File: config.mk
export PLATFORM = sky130hd
export DESIGN_NAME = id_ex_stage
export DESIGN_NICKNAME = d
export VERILOG_FILES = /design/src/rtl/id_ex_stage.sv
export SDC_FILE = /design/constraint.sdc
export NUM_CORES = 1
export LEC_CHECK = 0
export ABC_AREA = 1
export BUFFER_PORTS_ARGS = -buffer_cell sky130_fd_sc_hd__buf_2
export CORE_AREA = 2 2 221 223
export DETAILED_ROUTE_END_ITERATION = 8
export DIE_AREA = 0 0 223 225
export PLACE_DENSITY_LB_ADDON = 0.2
export SKIP_CTS_REPAIR_TIMING = 1
export SLEW_MARGIN = 20
export SYNTH_ARGS = -nofsm -noshare
export SYNTH_HDL_FRONTEND = slang
export SYNTH_SLANG_ARGS = --single-unit
File: constraint.sdc
create_clock -name clk -period 2 [get_ports clk]
set_input_delay 0.1 -clock clk [delete_from_list [all_inputs] [get_ports clk]]
set_output_delay 0.1 -clock clk [all_outputs]
set_load 0.05 [all_outputs]
File: src/rtl/id_ex_stage.sv
// ID/EX pipeline register feeding the ALU.
// Forwards from EX/MEM and MEM/WB, detects load-use, supports stall/flush/bubble.
module id_ex_stage #(
  parameter int Bits    = 64,
  parameter int RegBits = 5
) (
  input  logic               clk,
  input  logic               rst_n,
  input  logic               stall,
  input  logic               flush,
  input  logic               in_valid,
  input  logic [RegBits-1:0] in_rs1,
  input  logic [RegBits-1:0] in_rs2,
  input  logic [RegBits-1:0] in_rd,
  input  logic [Bits-1:0]    in_rs1_data,
  input  logic [Bits-1:0]    in_rs2_data,
  input  logic [Bits-1:0]    in_imm,
  input  logic               in_use_imm,
  input  logic [1:0]         in_alu_op,
  input  logic               in_reg_write,
  input  logic               in_mem_read,
  input  logic               in_mem_write,
  input  logic               exmem_reg_write,
  input  logic [RegBits-1:0] exmem_rd,
  input  logic [Bits-1:0]    exmem_result,
  input  logic               memwb_reg_write,
  input  logic [RegBits-1:0] memwb_rd,
  input  logic [Bits-1:0]    memwb_result,
  output logic               hazard,
  output logic               ex_valid,
  output logic [Bits-1:0]    alu_a,
  output logic [Bits-1:0]    alu_b,
  output logic [1:0]         alu_sel,
  output logic [RegBits-1:0] ex_rd,
  output logic               ex_reg_write,
  output logic               ex_mem_read,
  output logic               ex_mem_write,
  output logic [Bits-1:0]    ex_store_data
);

  typedef struct packed {
    logic               valid;
    logic [RegBits-1:0] rs1;
    logic [RegBits-1:0] rs2;
    logic [RegBits-1:0] rd;
    logic [Bits-1:0]    rs1_data;
    logic [Bits-1:0]    rs2_data;
    logic [Bits-1:0]    imm;
    logic               use_imm;
    logic [1:0]         alu_op;
    logic               reg_write;
    logic               mem_read;
    logic               mem_write;
  } id_ex_t;

  id_ex_t q;
  id_ex_t d;

  function automatic logic hit(
    input logic               we,
    input logic [RegBits-1:0] rd,
    input logic [RegBits-1:0] r
  );
    return we && (rd == r) && (r != '0);
  endfunction

  logic ex_hit1;
  logic ex_hit2;
  logic wb_hit1;
  logic wb_hit2;
  logic wb_in1;
  logic wb_in2;

  assign ex_hit1 = hit(exmem_reg_write, exmem_rd, q.rs1);
  assign ex_hit2 = hit(exmem_reg_write, exmem_rd, q.rs2);
  assign wb_hit1 = hit(memwb_reg_write, memwb_rd, q.rs1);
  assign wb_hit2 = hit(memwb_reg_write, memwb_rd, q.rs2);
  assign wb_in1  = hit(memwb_reg_write, memwb_rd, in_rs1);
  assign wb_in2  = hit(memwb_reg_write, memwb_rd, in_rs2);

  assign hazard = q.valid && q.mem_read && (q.rd != '0) && in_valid &&
                  ((in_rs1 == q.rd) || (in_rs2 == q.rd));

  // Flush beats stall beats hazard beats a normal load.
  always_comb begin
    d = q;
    if (flush) begin
      d.valid     = 1'b0;
      d.reg_write = 1'b0;
      d.mem_read  = 1'b0;
      d.mem_write = 1'b0;
      d.alu_op    = 2'b00;
    end else if (stall) begin
      if (wb_hit1) d.rs1_data = memwb_result;
      if (wb_hit2) d.rs2_data = memwb_result;
    end else if (hazard) begin
      d.valid     = 1'b0;
      d.reg_write = 1'b0;
      d.mem_read  = 1'b0;
      d.mem_write = 1'b0;
      d.alu_op    = 2'b00;
    end else begin
      d.valid     = in_valid;
      d.rs1       = in_rs1;
      d.rs2       = in_rs2;
      d.rd        = in_rd;
      d.rs1_data  = wb_in1 ? memwb_result : in_rs1_data;
      d.rs2_data  = wb_in2 ? memwb_result : in_rs2_data;
      d.imm       = in_imm;
      d.use_imm   = in_use_imm;
      d.alu_op    = in_alu_op;
      d.reg_write = in_reg_write;
      d.mem_read  = in_mem_read;
      d.mem_write = in_mem_write;
    end
  end

  always_ff @(posedge clk or negedge rst_n) begin
    if (!rst_n) q <= '0;
    else        q <= d;
  end

  logic [Bits-1:0] opa;
  logic [Bits-1:0] opb;

  always_comb begin
    opa = q.rs1_data;
    unique case (1'b1)
      ex_hit1:            opa = exmem_result;
      !ex_hit1 && wb_hit1: opa = memwb_result;
      default:            opa = q.rs1_data;
    endcase
  end

  always_comb begin
    opb = q.rs2_data;
    unique case (1'b1)
      ex_hit2:            opb = exmem_result;
      !ex_hit2 && wb_hit2: opb = memwb_result;
      default:            opb = q.rs2_data;
    endcase
  end

  assign alu_a         = opa;
  assign alu_b         = q.use_imm ? q.imm : opb;
  assign ex_store_data = opb;

  assign ex_valid     = q.valid;
  assign alu_sel      = q.valid ? q.alu_op : 2'b00;
  assign ex_rd        = q.rd;
  assign ex_reg_write = q.valid & q.reg_write;
  assign ex_mem_read  = q.valid & q.mem_read;
  assign ex_mem_write = q.valid & q.mem_write;

endmodule

==> results.md, run 1 <==
| Step | Parameter | This run |
|---|---|---|
| sta | F_max | 0.3763 GHz |
| worst hold path | Worst Hold Class | in -> reg |
| worst setup path | Critical Path Sink Type | primary output |
| synthesis | Fraction of post-synthesis cell area in the top cell type by area | 0.3040 |
| synthesis | Share of synthesized registers carrying an async set or reset | 1.000 |
| sta | Unrepaired setup endpoints after global routing | true |
| clock tree | Worst-case clock buffer depth | 3 |
| power and ir drop | Worst VDD drop | 0.5948 mV |
| synthesis | Syn_area_per_cell | 6.271 µm² |
| sta | Max_slew headroom | 0.5314 |
| drt | Final antenna-violating net count | 0 |
| drt | Via count | 22510 |
| status | Outcome | complete, but fails checks |
| synthesis | Dominant cell by count in the synthesized netlist | sky130_fd_sc_hd__nand2_1 |
| synthesis | Sequential share of the synthesized area | 0.3040 |
| worst hold path | Hold wc startpoint | memwb_result[4] |
| synthesis | List of most frequent post-synthesis cells | sky130_fd_sc_hd__nand2_1, sky130_fd_sc_hd__nand3_1, sky130_fd_sc_hd__dfrtp_1 |
| drt | Initial DRT Pass Iterations | 6 |
| worst setup path | Critical path type | reg -> out |
| placed design | Buffers on Ports | 561 |
| synthesis | Netlist area before placement | 0.01762 mm² |
| layout | Number of filler cells placed in the layout | 4638 |
| layout | Multi-input gate area | 0.01062 mm² |
| layout | Area overhead of the layout relative to synthesis | 45.76% |
| worst setup path | Critical register-to-register path endpoint | q[167]$_DFFE_PN0P_ |
| grt | Global route hottest layer | met2 |
| synthesis | Post-synthesis cell count | 2809 |
| placed design | HPWL after detailed placement | 59.02 mm |
| sta | Final-report max-slew violation count | 0 |
| layout | Fraction of final layout cells sized beyond drive strength 1 | 0.2787 |
| synthesis | Yosys reg bits | 214 |
| worst setup path | CP required | 1.90 ns |
| worst setup path | Origin of the critical flop-to-flop path | q[210]$_DFFE_PN0P_ |
| worst setup path | Maximum net fanout on the critical path | 6 |
| synthesis | Yosys cell types | 35 |
| power and ir drop | Power density normalized to cell area | 790.6 mW/mm² |
| clock tree | Master cell of the clock root buffer | sky130_fd_sc_hd__clkbuf_16 |
| die | Width of the die | 223 µm |
| synthesis | Leading register cell type out of synthesis | sky130_fd_sc_hd__dfrtp_1 |
| clock tree | Clock insertion delay at the later pin of the skew report | 0.60 ns |
| die | Site row count | 80 |
| clock tree | Clock tree from TritonCTS | built |
| die | Core Region | 0.04755 mm² |
| grt | Overall routing resource usage | 0.3143 |
| worst setup path | Element type at the critical path start | register |
| drt | Overall routed net length | 86.34 mm |
| layout | Sequential cell area | 0.005358 mm² |
| power and ir drop | Leakage power | 14.24 nW |
| grt | Number of antenna violations at the first check in global routing | 19 |
| drt | Vias/cell | 5.455 |
| sta | Minimum clock period after layout | 2.658 ns |
| grt | Global routing met2 resource utilization | 0.5176 |
| drt | Initial DRC Count | 2087 |
| sta | Period utilization | 1.329 |
| clock tree | CTS HTree Levels | 1 |
| sta | Final setup violation count | 269 |
| worst setup path | Setup slack of the worst register-to-register path | -0.07 ns |
| grt | Via count of the first global-routing pass | 21210 |
| drt | Residual DRC | 0 |
| placed design | Weighted congestion reported at the end of routability-driven placement | 0.9415 |
| sta | Number of endpoints with negative hold slack in the final report | 5 |
| die | Chip Height | 225 µm |
| grt | Met1 layer usage reported by global route | 0.4046 |
| grt | Global-route wire length before repair | 123.3 mm |
| sta | Worst Setup Slack, final | -0.6576 ns |
| clock tree | TritonCTS buffer count | 29 |
| worst setup path | R2R cell count | 11 |
| worst hold path | Hold Crit Endpoint | q[138]$_DFFE_PN0P_ |
| status | Failing checks | negative hold slack, negative setup slack |
| synthesis | Number of synthesized flops with an enable pin | 0 |
| sta | Transition time of the tightest slew-check pin | 0.7029 ns |
| clock tree | Number of sinks handled by clock tree synthesis | 214 |
| die | Floorplan die area | 0.05018 mm² |
| grt | Overall overflow remaining after global route | 0 |
| clock tree | Clock-pin transition on the worst setup and hold timing paths | 0.06 ns |
| synthesis | Number of nets in the synthesized netlist | 3167 |
| synthesis | Cell type with the highest aggregate area in the netlist | sky130_fd_sc_hd__dfrtp_1 |
| sta | Worst Hold Slack | -0.06041 ns |
| worst setup path | Arrival time of the worst setup path | 2.56 ns |
| worst hold path | Instance count along the most critical hold path | 5 |
| drt | DR WL/cell | 20.92 µm |
| die | Total I/O pin count | 562 |
| grt | M3 GR Usage | 0.06115 |
| layout | Layout Nets | 3834 |
| synthesis | Top post-synthesis cells by area | sky130_fd_sc_hd__dfrtp_1, sky130_fd_sc_hd__nand2_1, sky130_fd_sc_hd__nand3_1 |
| synthesis | Total of warnings raised by yosys | 0 |
| sta | Final worst clock skew | 0.03086 ns |
| grt | Pin count of the biggest net entering global routing | 67 |
| run | Maxcap violations | 0 |
| die | Starting utilization of the core area | 0.3705 |
| layout | Final Util | 0.5400 |
## critical path, cell delays in order, from the launching register on
cell	delay, ns
sky130_fd_sc_hd__dfrtp_1	0.39
sky130_fd_sc_hd__inv_1	0.07
sky130_fd_sc_hd__nand2_1	0.08
sky130_fd_sc_hd__nand2_1	0.07
sky130_fd_sc_hd__nor3_2	0.11
sky130_fd_sc_hd__nand2_1	0.10
sky130_fd_sc_hd__nor2_4	0.22
sky130_fd_sc_hd__buf_8	0.19
sky130_fd_sc_hd__buf_12	0.15
sky130_fd_sc_hd__nand3_1	0.11
sky130_fd_sc_hd__nand3_2	0.11
sky130_fd_sc_hd__nand2_1	0.09
sky130_fd_sc_hd__nand2_2	0.09
sky130_fd_sc_hd__buf_8	0.15
## cell families (layout without fill, tap and decap cells)
| group | after synthesis | after routing | synth area share |
|---|---|---|---|
| other | 0 | 13 | 0 |
| buffers and inverters | 406 | 1096 | 0.1200 |
| xor gates and xnor gates | 10 | 10 | 0.004972 |
| DFF | 214 | 214 | 0.3040 |
| and+or+nand+nor | 2024 | 2024 | 0.5066 |
| AOI/OAI and AO/OA | 155 | 155 | 0.06449 |
## metal layers
layer  up-vias  wire length (µm)
li1      10390                 -
met1     10540             34420
met2      1335             40560
met3       238              7621
met4        14              3653
met5         -                86
## registers in the layout, indices dropped and copies added, names as in the netlist
signal	cells
ex_valid	1
q	208
ex_rd	5
## cell usage in the layout (no fill, tap or decap), types with 2 or more instances in the layout
cell type	instances
sky130_fd_sc_hd__nand2_4	6
sky130_fd_sc_hd__buf_6	52
sky130_fd_sc_hd__nand3_1	684
sky130_fd_sc_hd__xnor2_1	5
sky130_fd_sc_hd__dfrtp_2	2
sky130_fd_sc_hd__nor3_2	4
sky130_fd_sc_hd__clkinv_2	8
sky130_fd_sc_hd__clkbuf_1	7
sky130_fd_sc_hd__o22ai_1	2
sky130_fd_sc_hd__nand2_1	1119
sky130_fd_sc_hd__nor2_4	2
sky130_fd_sc_hd__nand3_4	2
sky130_fd_sc_hd__xor2_1	5
sky130_fd_sc_hd__buf_2	443
sky130_fd_sc_hd__clkbuf_4	15
sky130_fd_sc_hd__nand4_1	3
sky130_fd_sc_hd__nand3_2	93
sky130_fd_sc_hd__buf_12	72
sky130_fd_sc_hd__clkbuf_16	36
sky130_fd_sc_hd__nor2_1	22
sky130_fd_sc_hd__dfrtp_1	212
sky130_fd_sc_hd__nand2_2	83
sky130_fd_sc_hd__o21ai_0	17
sky130_fd_sc_hd__clkbuf_8	6
sky130_fd_sc_hd__buf_4	92
sky130_fd_sc_hd__diode_2	13
sky130_fd_sc_hd__buf_8	34
sky130_fd_sc_hd__bufinv_16	3
sky130_fd_sc_hd__o21bai_1	128
sky130_fd_sc_hd__dlygate4sd3_1	150
sky130_fd_sc_hd__inv_1	163
sky130_fd_sc_hd__inv_2	11
sky130_fd_sc_hd__a21oi_4	2
## cell type report
| class | instances | area share |
|---|---|---|
| multi-input cells | 2189 | 0.4136 |
| flip-flops and latches | 214 | 0.2087 |
| diodes | 13 | 0.001267 |
| repair buffers | 865 | 0.2818 |
| inverters | 177 | 0.02631 |
| clock inverters | 12 | 0.005945 |
| well taps | 615 | 0.02997 |
| clock buffers | 42 | 0.03250 |
## power breakdown
group | switching (mW) | internal [mW] | total (mW) | leakage [nW]
sequential | 0.409 | 4.92 | 5.33 | 2.67
combinational | 6.28 | 3.20 | 9.48 | 11.1
clock | 2.21 | 3.28 | 5.49 | 0.489
## worst max-delay path by stage
stage	from	to	depth (start not counted)
6_report	q[205]$_DFFE_PN0P_	alu_b[38]	13
3_5_place_dp	q[204]$_DFFE_PN0P_	alu_b[24]	12
4_1_cts	q[205]$_DFFE_PN0P_	alu_b[53]	13
2_1_floorplan	q[203]$_DFFE_PN0P_	alu_b[53]	11
3_3_place_gp	q[204]$_DFFE_PN0P_	alu_b[25]	12
5_1_grt	q[205]$_DFFE_PN0P_	alu_b[38]	13
## stage by stage
stage | setup slack (ns) | total power, mW | cells | cell area (µm²) | setup TNS [ns]
2_1_floorplan | -0.003767 | 10.81 | 2809 | 17790 | -0.003767
3_3_place_gp | -0.1450 | 13.69 | 3899 | 22030 | -8.676
3_5_place_dp | -0.1516 | 13.74 | 3899 | 22030 | -10.93
4_1_cts | -0.8120 | 19.27 | 3953 | 23020 | -137.78
5_1_grt | -0.7723 | 21.10 | 4124 | 25670 | -164.76
6_report | -0.6576 | 20.30 | 4127 | 25680 | -111.60
(Power assumes the default switching activity.)
==> inputs of run 2 (changes only) <==
==> constraint.sdc (replaced) <==
create_clock -name clk -period 2.7 [get_ports clk]
set_input_delay 0.135 -clock clk [delete_from_list [all_inputs] [get_ports clk]]
set_output_delay 0.135 -clock clk [all_outputs]
set_load 0.05 [all_outputs]
==> run 2 against run 1 <==
  * The flow still finishes with violations (negative hold slack, negative setup slack)
  * Sequential share of layout area decreased by 0.33 points
  * Power decreased by 26%
  * Count of clock-buffer cells in the layout unchanged
  * Die area unchanged
  * Final cell count decreased by 1.6%
  * Highest routed layer unchanged
==> results.md, run 2 (same netlist as run 1, synthesis figures left out) <==
| Step | Parameter | This run |
|---|---|---|
| layout | Most frequent standard cell in the layout excluding fill and tap cells | sky130_fd_sc_hd__nand2_1 |
| layout | Number of filler cells placed in the layout | 4569 |
| layout | Area overhead of the layout relative to synthesis | 48.06% |
| sta | Max_slew headroom | 0.3609 |
| sta | Minimum clock period after layout | 2.832 ns |
| sta | Unrepaired setup endpoints after global routing | true |
| layout | Fraction of final layout cells sized beyond drive strength 1 | 0.3004 |
| sta | Transition time of the tightest slew-check pin | 0.9586 ns |
| clock tree | Number of sinks handled by clock tree synthesis | 214 |
| sta | Final-layout setup total negative slack | -2.783 ns |
| drt | Final antenna-violating net count | 0 |
| layout | Top library cells by usage in the layout, fill and taps aside | sky130_fd_sc_hd__nand2_1, sky130_fd_sc_hd__nand3_1, sky130_fd_sc_hd__buf_2, sky130_fd_sc_hd__dfrtp_1, sky130_fd_sc_hd__inv_1 |
| layout | Register ranked first by flip-flop count | q |
| clock tree | CTS HTree Levels | 1 |
| sta | Period utilization | 1.049 |
| die | Core Region | 0.04755 mm² |
| drt | DR WL/cell | 23.47 µm |
| power and ir drop | Power density normalized to cell area | 577.7 mW/mm² |
| clock tree | Worst-case clock buffer depth | 3 |
| sta | F_max | 0.3531 GHz |
| grt | Via count of the first global-routing pass | 21200 |
| status | Failing checks | negative hold slack, negative setup slack |
| sta | Worst Hold Slack | -0.03583 ns |
| die | Site row count | 80 |
| worst hold path | Worst Hold Class | in -> reg |
| power and ir drop | Leakage power | 14.23 nW |
| clock tree | Master cell of the clock root buffer | sky130_fd_sc_hd__clkbuf_16 |
| run | Maxcap violations | 0 |
| clock tree | Clock-pin transition on the worst setup and hold timing paths | 0.06 ns |
| grt | Overall overflow remaining after global route | 0 |
| drt | Vias/cell | 5.729 |
| worst setup path | Arrival time of the worst setup path | 2.70 ns |
| power and ir drop | Total power | 15.07 mW |
| status | Outcome | complete, but fails checks |
| sta | Final worst clock skew | 0.03054 ns |
| die | Starting utilization of the core area | 0.3705 |
| placed design | Weighted congestion reported at the end of routability-driven placement | 0.9069 |
| clock tree | Clock tree from TritonCTS | built |
| drt | Via count | 23250 |
| drt | Overall routed net length | 95.28 mm |
| sta | Final-report max-slew violation count | 0 |
| layout | Layout Nets | 3771 |
| power and ir drop | Worst VDD drop | 0.4129 mV |
| drt | Residual DRC | 0 |
| worst setup path | Element type at the critical path start | register |
| worst setup path | Critical Path Sink Type | primary output |
| worst setup path | CP required | 2.57 ns |
| die | Floorplan die area | 0.05018 mm² |
| drt | Initial DRT Pass Iterations | 7 |
| clock tree | TritonCTS buffer count | 28 |
| worst setup path | Critical path type | reg -> out |
| worst setup path | Maximum net fanout on the critical path | 7 |
| grt | Global-route wire length before repair | 123.9 mm |
| grt | Number of antenna violations at the first check in global routing | 12 |
| placed design | HPWL after detailed placement | 55.22 mm |
| sta | Number of endpoints with negative hold slack in the final report | 36 |
| layout | Max FFs per register | 208 |
| grt | Pin count of the biggest net entering global routing | 130 |
| die | Chip Height | 225 µm |
| drt | Initial DRC Count | 2421 |
| sta | Final setup violation count | 63 |
| die | Total I/O pin count | 562 |
| sta | Worst Setup Slack, final | -0.1319 ns |
| placed design | Buffers on Ports | 561 |
| die | Width of the die | 223 µm |
| clock tree | Clock insertion delay at the later pin of the skew report | 0.58 ns |
| grt | Overall routing resource usage | 0.3155 |
-- run 2: cell types whose count changed in the layout (fill, tap and decap cells not counted), sizes merged --
| cell | before | now |
|---|---|---|
| clkinv | 8 | 6 |
| dlygate4sd3 | 150 | 104 |
| clkbuf | 64 | 103 |
| buf | 693 | 637 |
| diode | 13 | 9 |
| inv | 177 | 176 |
| clkinvlp | 1 | 3 |
-- run 2: where the power goes --
| part | leakage (nW) | total, mW | internal [mW] | switching, mW |
|---|---|---|---|---|
| Clock | 0.485 | 4.09 | 2.49 | 1.61 |
| Combinational | 11.1 | 6.99 | 2.28 | 4.71 |
| Sequential | 2.67 | 3.99 | 3.65 | 0.343 |
| Total | 14.2 | 15.1 | 8.41 | 6.66 |
-- run 2: worst max-delay path, stage by stage (launching register included) --
cell                        delay [ns]
sky130_fd_sc_hd__dfrtp_1          0.41
sky130_fd_sc_hd__inv_2            0.10
sky130_fd_sc_hd__nor2_2           0.05
sky130_fd_sc_hd__nor3_2           0.17
sky130_fd_sc_hd__nand2_1          0.11
sky130_fd_sc_hd__nor2_4           0.26
sky130_fd_sc_hd__buf_6            0.15
sky130_fd_sc_hd__clkbuf_16        0.14
sky130_fd_sc_hd__buf_12           0.16
sky130_fd_sc_hd__nand3_1          0.09
sky130_fd_sc_hd__nand3_2          0.13
sky130_fd_sc_hd__nand2_1          0.07
sky130_fd_sc_hd__nand2_1          0.10
sky130_fd_sc_hd__buf_6            0.16
-- run 2: metrics by stage --
stage	worst slack (ns)	cells	instance area, µm²	utilization
5_1_grt	-0.2279	4056	26080	0.5484
3_3_place_gp	0.3543	3809	20660	0.4345
6_report	-0.1319	4059	26080	0.5486
3_5_place_dp	0.4307	3809	20660	0.4345
2_1_floorplan	0.4885	2809	17620	-
4_1_cts	-0.1967	3861	21650	0.4554
-- run 2: path summary, 6_finish.rpt --
check,depth (start not counted),from,end,slack (ns)
worst min register to register,2,q[35]$_DFFE_PN0P_,q[35]$_DFFE_PN0P_,0.48
min in group asynchronous,2,rst_n,q[24]$_DFFE_PN0P_,0.19
worst max-delay path,13,q[206]$_DFFE_PN0P_,alu_b[54],-0.13
worst min-delay path,5,memwb_result[43],q[177]$_DFFE_PN0P_,-0.04
worst max register to register,12,ex_rd[1]$_DFFE_PN0P_,q[36]$_DFFE_PN0P_,0.36
max in group asynchronous,3,rst_n,q[194]$_DFFE_PN0P_,1.68
-- run 2: layout make-up --
cell class	count	area, µm²	area share
timing repair buffer	802	6883	0.2639
tap	615	769.5	0.02950
clock inverter	10	132.6	0.005085
inverter	177	701.9	0.02691
antenna	9	22.52	0.0008635
clock buffer	42	864.6	0.03315
sequential	214	5358	0.2054
multi-input combinational	2189	11330	0.4344
timing repair inverter	1	20.02	0.0007675
-- run 2: per-layer routing --
metal / routed length (µm) / GRT usage
met5: 37 / 0
met4: 4986 / 0.1241
met2: 44050 / 0.5221
met3: 10320 / 0.04811
met1: 35890 / 0.4143
